<file path="src/rtl/spi_pkg.sv">
// spi_pkg: shared frame geometry, register map and controller FSM states
package spi_pkg;
  localparam int FRAME_W = 16;
  localparam int ADDR_W = 7;
  localparam int DATA_W = 8;
  localparam logic [ADDR_W-1:0] EN_OUT_7_0 = 7'd0;
  localparam logic [ADDR_W-1:0] EN_OUT_15_8 = 7'd1;
  localparam logic [ADDR_W-1:0] EN_PWM_7_0 = 7'd2;
  localparam logic [ADDR_W-1:0] EN_PWM_15_8 = 7'd3;
  localparam logic [ADDR_W-1:0] PWM_DUTY = 7'd4;
  localparam logic [ADDR_W-1:0] MAX_ADDR = 7'd4;
  typedef enum logic [2:0] {IDLE, SETUP, SHIFT, HOLD, GAP} state_t;
endpackage

</file>
<file path="src/rtl/spi_tick_gen.sv">
// spi_tick_gen: half-period counter; tick marks the last cycle of each SCLK half-period
module spi_tick_gen #(
  parameter int HALF_PERIOD = 4
) (
  input  logic clk,
  input  logic rst_n,
  input  logic clr,
  output logic tick
);
  localparam int W = $clog2(HALF_PERIOD);
  localparam logic [W-1:0] LAST = W'(HALF_PERIOD - 1);
  logic [W-1:0] cnt;
  assign tick = cnt == LAST;
  // count 0..HALF_PERIOD-1 and wrap; a frame accept restarts the phase
  always_ff @(posedge clk or negedge rst_n)
    if (!rst_n) cnt <= '0;
    else cnt <= (clr || tick) ? '0 : cnt + 1'b1;
endmodule

</file>
<file path="src/rtl/spi_controller.sv">
// spi_controller: SPI mode-0 initiator sending 16-bit {rw,addr,data} frames.
// Define SPI_CTRL_ADDR_CHECK_EN to reject addresses above MAX_ADDR with an err pulse.
module spi_controller
  import spi_pkg::*;
#(
  parameter int HALF_PERIOD = 4
) (
  input  logic              clk,
  input  logic              rst_n,
  input  logic              req_valid,
  output logic              req_ready,
  input  logic              req_rw,
  input  logic [ADDR_W-1:0] req_addr,
  input  logic [DATA_W-1:0] req_data,
  output logic              done,
  output logic              err,
  output logic              SCLK,
  output logic              COPI,
  output logic              nCS
);
  if (HALF_PERIOD < 4) begin : g_hp_check
    $error("HALF_PERIOD must be >= 4");
  end
  state_t state, state_n;
  logic [4:0] bit_cnt, bit_n;
  logic [FRAME_W-1:0] sr, sr_n;
  logic sclk_n, copi_n, ncs_n, done_n, err_n, ready_n, tick, accept, bad;
  assign accept = req_valid && req_ready;
`ifdef SPI_CTRL_ADDR_CHECK_EN
  assign bad = req_addr > MAX_ADDR;
`else
  assign bad = 1'b0;
`endif
  spi_tick_gen #(.HALF_PERIOD(HALF_PERIOD)) u_tick (
    .clk  (clk),
    .rst_n(rst_n),
    .clr  (accept),
    .tick (tick)
  );
  // next state plus next values of every registered output, decoded from the next state
  always_comb begin
    state_n = state;
    bit_n = bit_cnt;
    sr_n = sr;
    sclk_n = SCLK;
    done_n = 1'b0;
    err_n = accept && bad;
    case (state)
      IDLE: if (accept && !bad) begin
        state_n = SETUP;
        sr_n = {req_rw, req_addr, req_data};
        bit_n = '0;
      end
      SETUP: if (tick) begin
        state_n = SHIFT;
        sclk_n = 1'b1;
      end
      SHIFT: if (tick) begin
        if (SCLK) begin
          sclk_n = 1'b0;
          sr_n = {sr[FRAME_W-2:0], 1'b0};
          bit_n = bit_cnt + 5'd1;
        end else if (bit_cnt == 5'd16) state_n = HOLD;
        else sclk_n = 1'b1;
      end
      HOLD: if (tick) begin
        state_n = GAP;
        done_n = 1'b1;
        bit_n = '0;
      end
      GAP: if (tick) begin
        state_n = bit_cnt[0] ? IDLE : GAP;
        bit_n = 5'd1;
      end
      default: state_n = IDLE;
    endcase
    ncs_n = state_n == IDLE || state_n == GAP;
    copi_n = (state_n == SETUP || state_n == SHIFT) && sr_n[FRAME_W-1];
    ready_n = state_n == IDLE;
  end
  // state and output registers; reset aborts any frame in flight
  always_ff @(posedge clk or negedge rst_n)
    if (!rst_n) begin
      state <= IDLE;
      bit_cnt <= '0;
      sr <= '0;
      SCLK <= 1'b0;
      COPI <= 1'b0;
      nCS <= 1'b1;
      done <= 1'b0;
      err <= 1'b0;
      req_ready <= 1'b1;
    end else begin
      state <= state_n;
      bit_cnt <= bit_n;
      sr <= sr_n;
      SCLK <= sclk_n;
      COPI <= copi_n;
      nCS <= ncs_n;
      done <= done_n;
      err <= err_n;
      req_ready <= ready_n;
    end
endmodule

</file>
<file path="config.mk">
export PLATFORM = sky130hd
export DESIGN_NAME = spi_controller
export DESIGN_NICKNAME = d
export VERILOG_FILES = /design/src/rtl/spi_pkg.sv /design/src/rtl/spi_tick_gen.sv /design/src/rtl/spi_controller.sv
export SDC_FILE = /design/constraint.sdc
export NUM_CORES = 1
export LEC_CHECK = 0
export BUFFER_PORTS_ARGS = -buffer_cell sky130_fd_sc_hd__buf_2
export CAP_MARGIN = 10
export CELL_PAD_IN_SITES_DETAIL_PLACEMENT = 0
export CELL_PAD_IN_SITES_GLOBAL_PLACEMENT = 1
export CORE_ASPECT_RATIO = 2
export CORE_MARGIN = 1.5
export CORE_UTILIZATION = 45
export DETAILED_ROUTE_END_ITERATION = 16
export GPL_TIMING_DRIVEN = 0
export PLACE_DENSITY = 0.81
export SLEW_MARGIN = 15
export SYNTH_ARGS = -nofsm -noshare
export SYNTH_HDL_FRONTEND = slang
export SYNTH_HIERARCHICAL = 1
export SYNTH_SLANG_ARGS = --single-unit
</file>
<file path="constraint.sdc">
create_clock -name clk -period 3.8 [get_ports clk]
set_input_delay 1.14 -clock clk [delete_from_list [all_inputs] [get_ports clk]]
set_output_delay 1.14 -clock clk [all_outputs]
set_load 0.02 [all_outputs]
</file>
==> impl_results.md, run 1 <==
* Outcome: finished, final reports clean
* Slew @ Worst Pin at 662.2 ps
* Min Clock Period, post-route at 2141 ps
* Num CTS Buffers at 5
* Final hold violations at 0
* Slew Limit Headroom at 55.85%
* DRC errors left at 0
* CP Launch Type: register
* Max cap viols at 0
* Total die area at 0.003701 sq mm
* Post-Syn Area at 0.001496 sq mm
* Commonest cells after routing, fill and taps aside: nand2_1 (36), buf_2 (30), dfrtp_1 (29)
* CTS Sinks at 31
* DIE WIDTH at 43.78 um
* Critical path type: register to output port
* Initial antenna violation count at 0
* Largest net degree at the start of global routing at 32
* Critical Path Stages at 1
* Crit path max fanout at 4
* Cells on worst reg2reg path at 6
* N_diodes at 0
* Setup slack, reg-to-reg at 1830 ps
* Mapped Nets at 175
* Worst path required time at 2660 ps
* Worst ir drop on vdd at 0.0004048 V
* Number of synthesized flops with an enable pin at 0
* H-tree depth at 2
* Ys async rst share at 100.0%
* Clk_skew at 4.159 ps
* GRT overflow at 0
* Period utilization at 56.33%
* Post-CTS Resized at 0
* Primary FF master, synth: dfrtp_1
* HPWL Detailed at 2275 um
* Die Span Y at 84.55 um
* Vias at 1,174
* DRT iter0 DRCs at 35
* Setup violators final at 0
* Wire per inst at 13.83 um
* Synth unique cells at 34
* Mapped Cells at 153
* Critical-path cell list: buf_2
* Worst path bufs/invs at 1
* CP peak stage delay at 560 ps
* # IOs at 25
* Seq/Total Area, Yosys at 52.01%
* Final TNS setup at 0 ps
* Post-CTS Repair Setup Buffers at 0
* Hold Path Depth at 1
* # port buffers at 23
* Hold-fix buffers, CTS at 0
* Mean area per synthesized cell at 9.781 sq um
* Routed Wire Length at 2973 um
* First-pass GRT wire length at 5223 um
* Max Fclk at 0.4671 GHz
* GP Congestion at 0.7926
* Seq cells post-synth at 31
* Delay-heaviest family, CP: flip-flops
* Clock slew at the register clock pins of the worst setup and hold paths at 60 ps
* Unrepaired setup endpoints after global routing: false
* Syn. warnings at 6
* Crit-path slowest cell: dfstp_2
* Clock Tree Buf Depth at 2
* Ratio of cells with drive above 1 in the final layout at 25.54%
* Via/cell ratio at 5.460
* Number of global-route vias before repair at 1,228
* Core box area at 0.003157 sq mm
* PD cells at 762.6 mW/mm^2
* Most common cell after layout, fill and taps aside: nand2_1
* First-pass DRT Iterations at 4
* Worst hold path class: register to register
* CP Capture Type: output port
* Gr usage total at 18.61%
* Effective utilization at floorplan at 47.40%
* Pleak at 0.9132 nW
* Clk Tree Root Cell: clkbuf_8
* Clock Latency Late Sink at 280 ps
* Worst hold slack at 453.5 ps
* CTS tree: done
* Syn-to-layout area delta at 16.97%
* FP Rows at 29
* Total Nets Final at 205
* CP arrival at 1000 ps
* Pins Over Slew Limit at 0
* Antenna-violating nets left at 0
==> worst paths after layout <==
path                                from            end
max in group asynchronous          rst_n         sr[12]
min in group asynchronous          rst_n       state[2]
max                            req_ready      req_ready
min reg2reg                u_tick/cnt[0]  u_tick/cnt[0]
max reg2reg                u_tick/cnt[0]           COPI
min                        u_tick/cnt[0]  u_tick/cnt[0]
==> through the flow <==
step | area [sq um] | worst slack, ps | std cells | util, % | power (mW)
final | 1750 | 1659 | 215 | 55.45 | 1.335
after global placement | 1650 | 1426 | 207 | 52.28 | 1.045
after global routing | 1750 | 1628 | 215 | 55.45 | 1.442
after detailed placement | 1650 | 1420 | 207 | 52.28 | 1.067
after CTS | 1750 | 1648 | 215 | 55.45 | 1.352
after floorplan | 1496 | 1623 | 153 | - | 0.9249
==> registers in the layout, indices dropped and copies added (netlist names) <==
| register | count |
|---|---|
| sr | 16 |
| bit_cnt | 5 |
| state | 3 |
| u_tick/cnt | 2 |
| COPI | 1 |
| SCLK | 1 |
| done | 1 |
| nCS | 1 |
| req_ready | 1 |
==> power by group <==
group          internal (mW)  switching, mW
clock network          0.165          0.117
logic                  0.203          0.276
registers              0.479         0.0945
total                  0.847          0.487
==> cells by family (layout without fill, tap and decap cells) <==
logic type	after synthesis	in the layout	share of synthesized area (%)
fa+ha+maj	3	3	2.509
simple gates	71	71	23.66
xor+xnor	4	4	2.341
buf+inv	16	47	5.100
flops	31	31	52.01
mux	2	2	1.421
compound gates	25	25	12.71
other cells	1	1	0.2506
==> synth_stat cells (2+ instances only) <==
cell type  number  area share [%]
a22o_1          2             1.2
nor3_1          2            0.67
nor3b_1         5             2.5
dfrtp_1        29              48
nand3_1         7             2.3
ha_1            3             2.5
nand2_1        36             9.0
a21oi_1         3             1.0
inv_1           7             1.8
nor2_1          8             2.0
a22oi_1        14             7.0
buf_4           2             1.0
dfstp_2         2             3.5
xnor2_1         4             2.3
buf_2           7             2.3
and3_1          4             1.7
==> cell type report <==
type | count | area, sq um
timing repair buffer | 23 | 115.1
multi-input combinational | 106 | 641.9
tap | 31 | 38.79
clock buffer | 8 | 100.1
inverter | 7 | 26.28
sequential | 31 | 778.2
buffer | 9 | 50.05
fill | 302 | 1406
==> routing by layer <==
| metal | vias to the layer above | share of wire, % | GRT usage (%) |
|---|---|---|---|
| li1 | 581 | - | - |
| met1 | 560 | 37 | 20.51 |
| met2 | 26 | 55 | 31.55 |
| met3 | 7 | 4.5 | 4.086 |
| met4 | 0 | 3.2 | 10.19 |
| met5 | - | 0 | 0 |
(Power assumes the default switching activity.)
==> run 2: changes to the inputs <==
--- a/config.mk
+++ b/config.mk
@@ -11,10 +11,10 @@
 export CELL_PAD_IN_SITES_GLOBAL_PLACEMENT = 1
 export CORE_ASPECT_RATIO = 2
 export CORE_MARGIN = 1.5
-export CORE_UTILIZATION = 45
+export CORE_UTILIZATION = 42
 export DETAILED_ROUTE_END_ITERATION = 16
 export GPL_TIMING_DRIVEN = 0
-export PLACE_DENSITY = 0.81
+export PLACE_DENSITY = 0.77
 export SLEW_MARGIN = 15
 export SYNTH_ARGS = -nofsm -noshare
 export SYNTH_HDL_FRONTEND = slang
==> constraint.sdc (replaced) <==
create_clock -name clk -period 2.2 [get_ports clk]
set_input_delay 0.66 -clock clk [delete_from_list [all_inputs] [get_ports clk]]
set_output_delay 0.66 -clock clk [all_outputs]
set_load 0.02 [all_outputs]
==> run 2 against run 1 <==
  * Clock-buffer cell count is the same
  * Global-route usage down 0.73 points
  * Sequential share of layout area down 0.53 points
  * Register-to-register slack lost 1600 ps
  * Via count rose by 2.6%
  * Power grew 72%
  * Final area increased by 1.2%
  * Largest cell class unchanged
==> impl_results.md, run 2 (synthesis gave the netlist of run 1 again) <==
* Total die area at 0.003952 sq mm
* Clock slew at the register clock pins of the worst setup and hold paths at 60 ps
* Post-CTS Repair Setup Buffers at 0
* Crit path max fanout at 10
* GRT overflow at 0
* Setup violators final at 0
* CP Capture Type: register
* Unrepaired setup endpoints after global routing: false
* Final hold violations at 0
* FP Rows at 30
* Total Nets Final at 205
* GR peak layer: met2
* Antenna-violating nets left at 0
* Clk_skew at 3.492 ps
* Commonest cells after routing, fill and taps aside: nand2_1 (36), buf_2 (30), dfrtp_1 (29)
* DIE WIDTH at 45.21 um
* Largest net degree at the start of global routing at 32
* Slew Limit Headroom at 54.51%
* Num CTS Buffers at 5
* Regs by FF count: sr x16, bit_cnt x5, state x3
* Pins Over Slew Limit at 0
* CP Launch Type: register
* Core box area at 0.003416 sq mm
* Worst path required time at 2370 ps
* Die Span Y at 87.42 um
* CP startpoint: u_tick/cnt[0]
* Max reg flops at 16
* FF-to-FF Start: u_tick/cnt[0]
* Clock Tree Buf Depth at 2
* Worst hold slack at 416.0 ps
* Via/cell ratio at 5.194
* First-pass DRT Iterations at 4
* Clk Tree Root Cell: clkbuf_8
* Number of global-route vias before repair at 1,227
* Most flop-heavy register: sr
* Register Area at 778.2 sq um
* Ratio of cells with drive above 1 in the final layout at 25.54%
* Gr usage total at 17.89%
* Vias at 1,205
* Most common cell after layout, fill and taps aside: nand2_1
* Wire per inst at 13.17 um
* # port buffers at 23
* Effective utilization at floorplan at 43.81%
* # IOs at 25
* First-pass GRT wire length at 5057 um
* Fill cell count at 324
* Pleak at 0.9132 nW
* Post-CTS Resized at 0
* CTS tree: done
* Period utilization at 89.91%
* Initial antenna violation count at 0
* Met1 GRT Util at 16.36%
* GP Congestion at 0.8678
* Min Clock Period, post-route at 1978 ps
* Max Fclk at 0.5055 GHz
* DRC errors left at 0
* Syn-to-layout area delta at 18.39%
* M3 GR Usage at 5.187%
* H-tree depth at 2
* Routed Wire Length at 3056 um
* CTS Sinks at 31
* HPWL Detailed at 2322 um
* Critical path type: register to register
* Slew @ Worst Pin at 682.3 ps
* N_diodes at 0
* Outcome: finished, final reports clean
* Hold-fix buffers, CTS at 0
* Worst ir drop on vdd at 0.0006107 V
* DRT iter0 DRCs at 33
* GRT met2 Usage at 32.34%
* Clock Latency Late Sink at 280 ps
* Worst hold path class: input port to asynchronous set/reset pin
* Final TNS setup at 0 ps
* CP arrival at 2150 ps
* Multi-input logic area at 641.9 sq um
* Cells on worst reg2reg path at 6
* Max cap viols at 0
* PD cells at 1297 mW/mm^2
## run 2: cell counts in the layout (fill, tap and decap cells not counted)
No cell type changed its count.
## run 2: layout make-up
cell class	instances	share of cell area [%]
sequential	31	43.93
multi-input combinational	106	36.23
timing repair buffer	23	6.497
clock buffer	8	5.650
tap	48	3.390
buffer	9	2.825
inverter	7	1.483
## run 2: stage by stage
| stage | instances | setup slack (ps) | utilization [%] | cell area (sq um) | power (mW) |
|---|---|---|---|---|---|
| floorplan | 153 | 394.4 | - | 1496 | 1.598 |
| global placement | 224 | 252.7 | 48.94 | 1672 | 1.807 |
| detailed placement | 224 | 241.1 | 48.94 | 1672 | 1.838 |
| CTS | 232 | 221.4 | 51.87 | 1772 | 2.337 |
| global route | 232 | 162.7 | 51.87 | 1772 | 2.479 |
| finish | 232 | 221.9 | 51.87 | 1772 | 2.298 |
## run 2: critical path: stages (launching register included)
cell	delay, ps
dfrtp_1	390
ha_1	340
and3b_4	270
and3_1	180
buf_2	150
a221o_1	370
and3_1	170
## run 2: path summary, 6_finish.rpt
path                            slack [ps]             to
worst max-delay path                   220           COPI
worst min-delay path                   420          sr[3]
worst max register to register         220           COPI
worst min register to register         460  u_tick/cnt[0]
max in group asynchronous             1340         sr[12]
min in group clk                       460  u_tick/cnt[0]
## run 2: power breakdown
part	switching [mW]	internal, mW	total (mW)
Clock	0.201	0.285	0.486
Sequential	0.158	0.828	0.986
Combinational	0.476	0.350	0.827
Total	0.835	1.46	2.30
## run 2: metal layers
| layer | up-vias | routed length [um] |
|---|---|---|
| met5 | - | 0 |
| met2 | 32 | 1690 |
| met4 | 0 | 86 |
| li1 | 581 | - |
| met3 | 8 | 125 |
| met1 | 584 | 1154 |
==> run 3: changes to the inputs <==
--- a/config.mk
+++ b/config.mk
@@ -5,16 +5,16 @@
 export SDC_FILE = /design/constraint.sdc
 export NUM_CORES = 1
 export LEC_CHECK = 0
-export BUFFER_PORTS_ARGS = -buffer_cell sky130_fd_sc_hd__buf_2
 export CAP_MARGIN = 10
 export CELL_PAD_IN_SITES_DETAIL_PLACEMENT = 0
 export CELL_PAD_IN_SITES_GLOBAL_PLACEMENT = 1
-export CORE_ASPECT_RATIO = 2
 export CORE_MARGIN = 1.5
-export CORE_UTILIZATION = 42
+export CORE_UTILIZATION = 47
 export DETAILED_ROUTE_END_ITERATION = 16
+export DONT_BUFFER_PORTS = 1
+export GPL_ROUTABILITY_DRIVEN = 0
 export GPL_TIMING_DRIVEN = 0
-export PLACE_DENSITY = 0.77
+export PLACE_DENSITY = 0.76
 export SLEW_MARGIN = 15
 export SYNTH_ARGS = -nofsm -noshare
 export SYNTH_HDL_FRONTEND = slang
==> run 3 against run 2 <==
  * Clock power decreased by 35%
  * Maximum frequency down 0.64%
  * Die area shrank 11%
  * Final area down 8.3%
  * Critical path depth unchanged
  * Clock skew is 8.3 ps higher
  * Setup slack got worse by 13 ps
  * Cell count shrank 11%
  * Utilization grew 1.8 points
  * Non-clock buffer count is 21 lower
  * Power shrank 9.7%
  * Critical path type unchanged
  * Critical endpoint unchanged
==> impl_results.md, run 3 (synthesis gave the netlist of run 1 again) <==
* Setup slack, reg-to-reg at 210 ps
* Max Fclk at 0.5023 GHz
* Cells on worst reg2reg path at 6
* Final TNS setup at 0 ps
* Initial antenna violation count at 0
* Vias at 1,108
* Clk_skew at 11.83 ps
* CP arrival at 2220 ps
* Clock slew at the register clock pins of the worst setup and hold paths at 90 ps
* Core box area at 0.003028 sq mm
* Multi-input logic area at 641.9 sq um
* Register Area at 778.2 sq um
* Critical-path cell list: ha_1 -> and3b_4 -> and3_1 -> buf_2 -> a221o_1 -> and3_1
* CP peak stage delay at 410 ps
* PD cells at 1278 mW/mm^2
* Period utilization at 90.49%
* Crit path max fanout at 10
* Num CTS Buffers at 5
* First-pass GRT wire length at 5057 um
* Min Clock Period, post-route at 1991 ps
* Outcome: finished, final reports clean
* Most frequent CP cell: and3_1
* Most flop-heavy register: sr
* Ratio of cells with drive above 1 in the final layout at 15.34%
* Max cap viols at 0
* Syn-to-layout area delta at 8.529%
* First-pass DRT Iterations at 6
* Routed Wire Length at 2892 um
* Commonest cells after routing, fill and taps aside: nand2_1 (36), dfrtp_1 (29), a22oi_1 (14)
* Min setup slack post-route at 209.2 ps
* DIE WIDTH at 59.43 um
* Crit-path slowest cell: dfrtp_1
* Largest net degree at the start of global routing at 18
* Total Nets Final at 184
* Max reg flops at 16
* FP Rows at 20
* Post-CTS Resized at 0
* Pins Over Slew Limit at 0
* Final core occ at 53.64%
* Gr usage total at 19.44%
* Worst ir drop on vdd at 0.0006788 V
* Worst path required time at 2430 ps
* H-tree depth at 2
* Final hold violations at 0
* DRT iter0 DRCs at 71
* Clk Tree Root Cell: clkbuf_4
* Wire per inst at 13.97 um
* Number of global-route vias before repair at 1,147
* Most common cell after layout, fill and taps aside: nand2_1
* HPWL Detailed at 2033 um
* CP Launch Type: register
* Effective utilization at floorplan at 49.42%
* Fill cell count at 298
* Die Span Y at 59.43 um
* # port buffers at 0
* Clock Tree Buf Depth at 2
* CTS tree: done
* Slew @ Worst Pin at 743.9 ps
* Critical path type: register to register
* Worst hold path class: input port to asynchronous set/reset pin
* Regs by FF count: sr x16, bit_cnt x5, state x3
* N_diodes at 0
* Total die area at 0.003531 sq mm
* Unrepaired setup endpoints after global routing: false
* Setup violators final at 0
* DRC errors left at 0
* Slew Limit Headroom at 50.24%
* CP Capture Type: register
* Setup WS pre-CTS at 233.3 ps
* Via/cell ratio at 5.353
* # IOs at 25
* Antenna-violating nets left at 0
* CTS Sinks at 31
* Pleak at 0.8117 nW
* GRT overflow at 0
* Clock Latency Late Sink at 340 ps
run 3: changes by cell type in the layout (fill, tap and decap cells not counted), sizes merged:
cell	previous run	this run
buf	32	9
clkinv	0	3
clkbuf	8	5
dlygate4sd3	0	2
run 3: path summary, 6_finish.rpt:
kind,start,end
worst max-delay path,u_tick/cnt[0],COPI
worst min-delay path,rst_n,req_ready
worst max register to register,u_tick/cnt[0],COPI
worst min register to register,u_tick/cnt[0],u_tick/cnt[0]
max in group asynchronous,rst_n,bit_cnt[2]
min in group clk,req_data[6],sr[6]
run 3: layer usage:
metal	up-vias	wire length (um)	global-route usage, %
li1	540	-	-
met1	543	1263	23.08
met4	0	49	7.792
met5	-	0	0
met3	5	153	6.769
met2	20	1425	32.03
run 3: layout make-up:
| type | count | share of cell area (%) |
|---|---|---|
| clock inverters | 3 | 0.9245 |
| inverters | 7 | 1.618 |
| well taps | 44 | 3.390 |
| multi-input cells | 106 | 39.52 |
| clock buffers | 5 | 2.311 |
| repair buffers | 2 | 1.233 |
| flip-flops and latches | 31 | 47.92 |
| plain buffers | 9 | 3.082 |
run 3: repair_timing:
action                                 in CTS  in global routing
hold buffers                                1                  1
buffers inserted                            0                  0
endpoints found under the hold margin      17                 12
run 3: power breakdown:
| part | switching (mW) | leakage (nW) | internal [mW] |
|---|---|---|---|
| clock network | 0.198 | 0.0347 | 0.119 |
| registers | 0.196 | 0.390 | 0.827 |
| logic | 0.414 | 0.387 | 0.321 |
| total | 0.809 | 0.812 | 1.27 |
run 3: worst max-delay path: cells and delay by family (launching register included):
kind                       cells  cell delay [ps]
and+or+nand+nor                3              610
adders and majority gates      1              340
AOI/OAI and AO/OA              1              370
buffers and inverters          1              150
DFF                            1              410
run 3: metrics by stage:
stage	cell area, sq um	std cells	power (mW)	hold slack, ps
5_1_grt	1624	207	2.273	132.1
3_3_place_gp	1551	197	1.738	365.1
2_1_floorplan	1496	153	1.598	364.4
3_5_place_dp	1551	197	1.769	365.2
6_report	1624	207	2.075	163.6
4_1_cts	1614	206	2.099	1.279
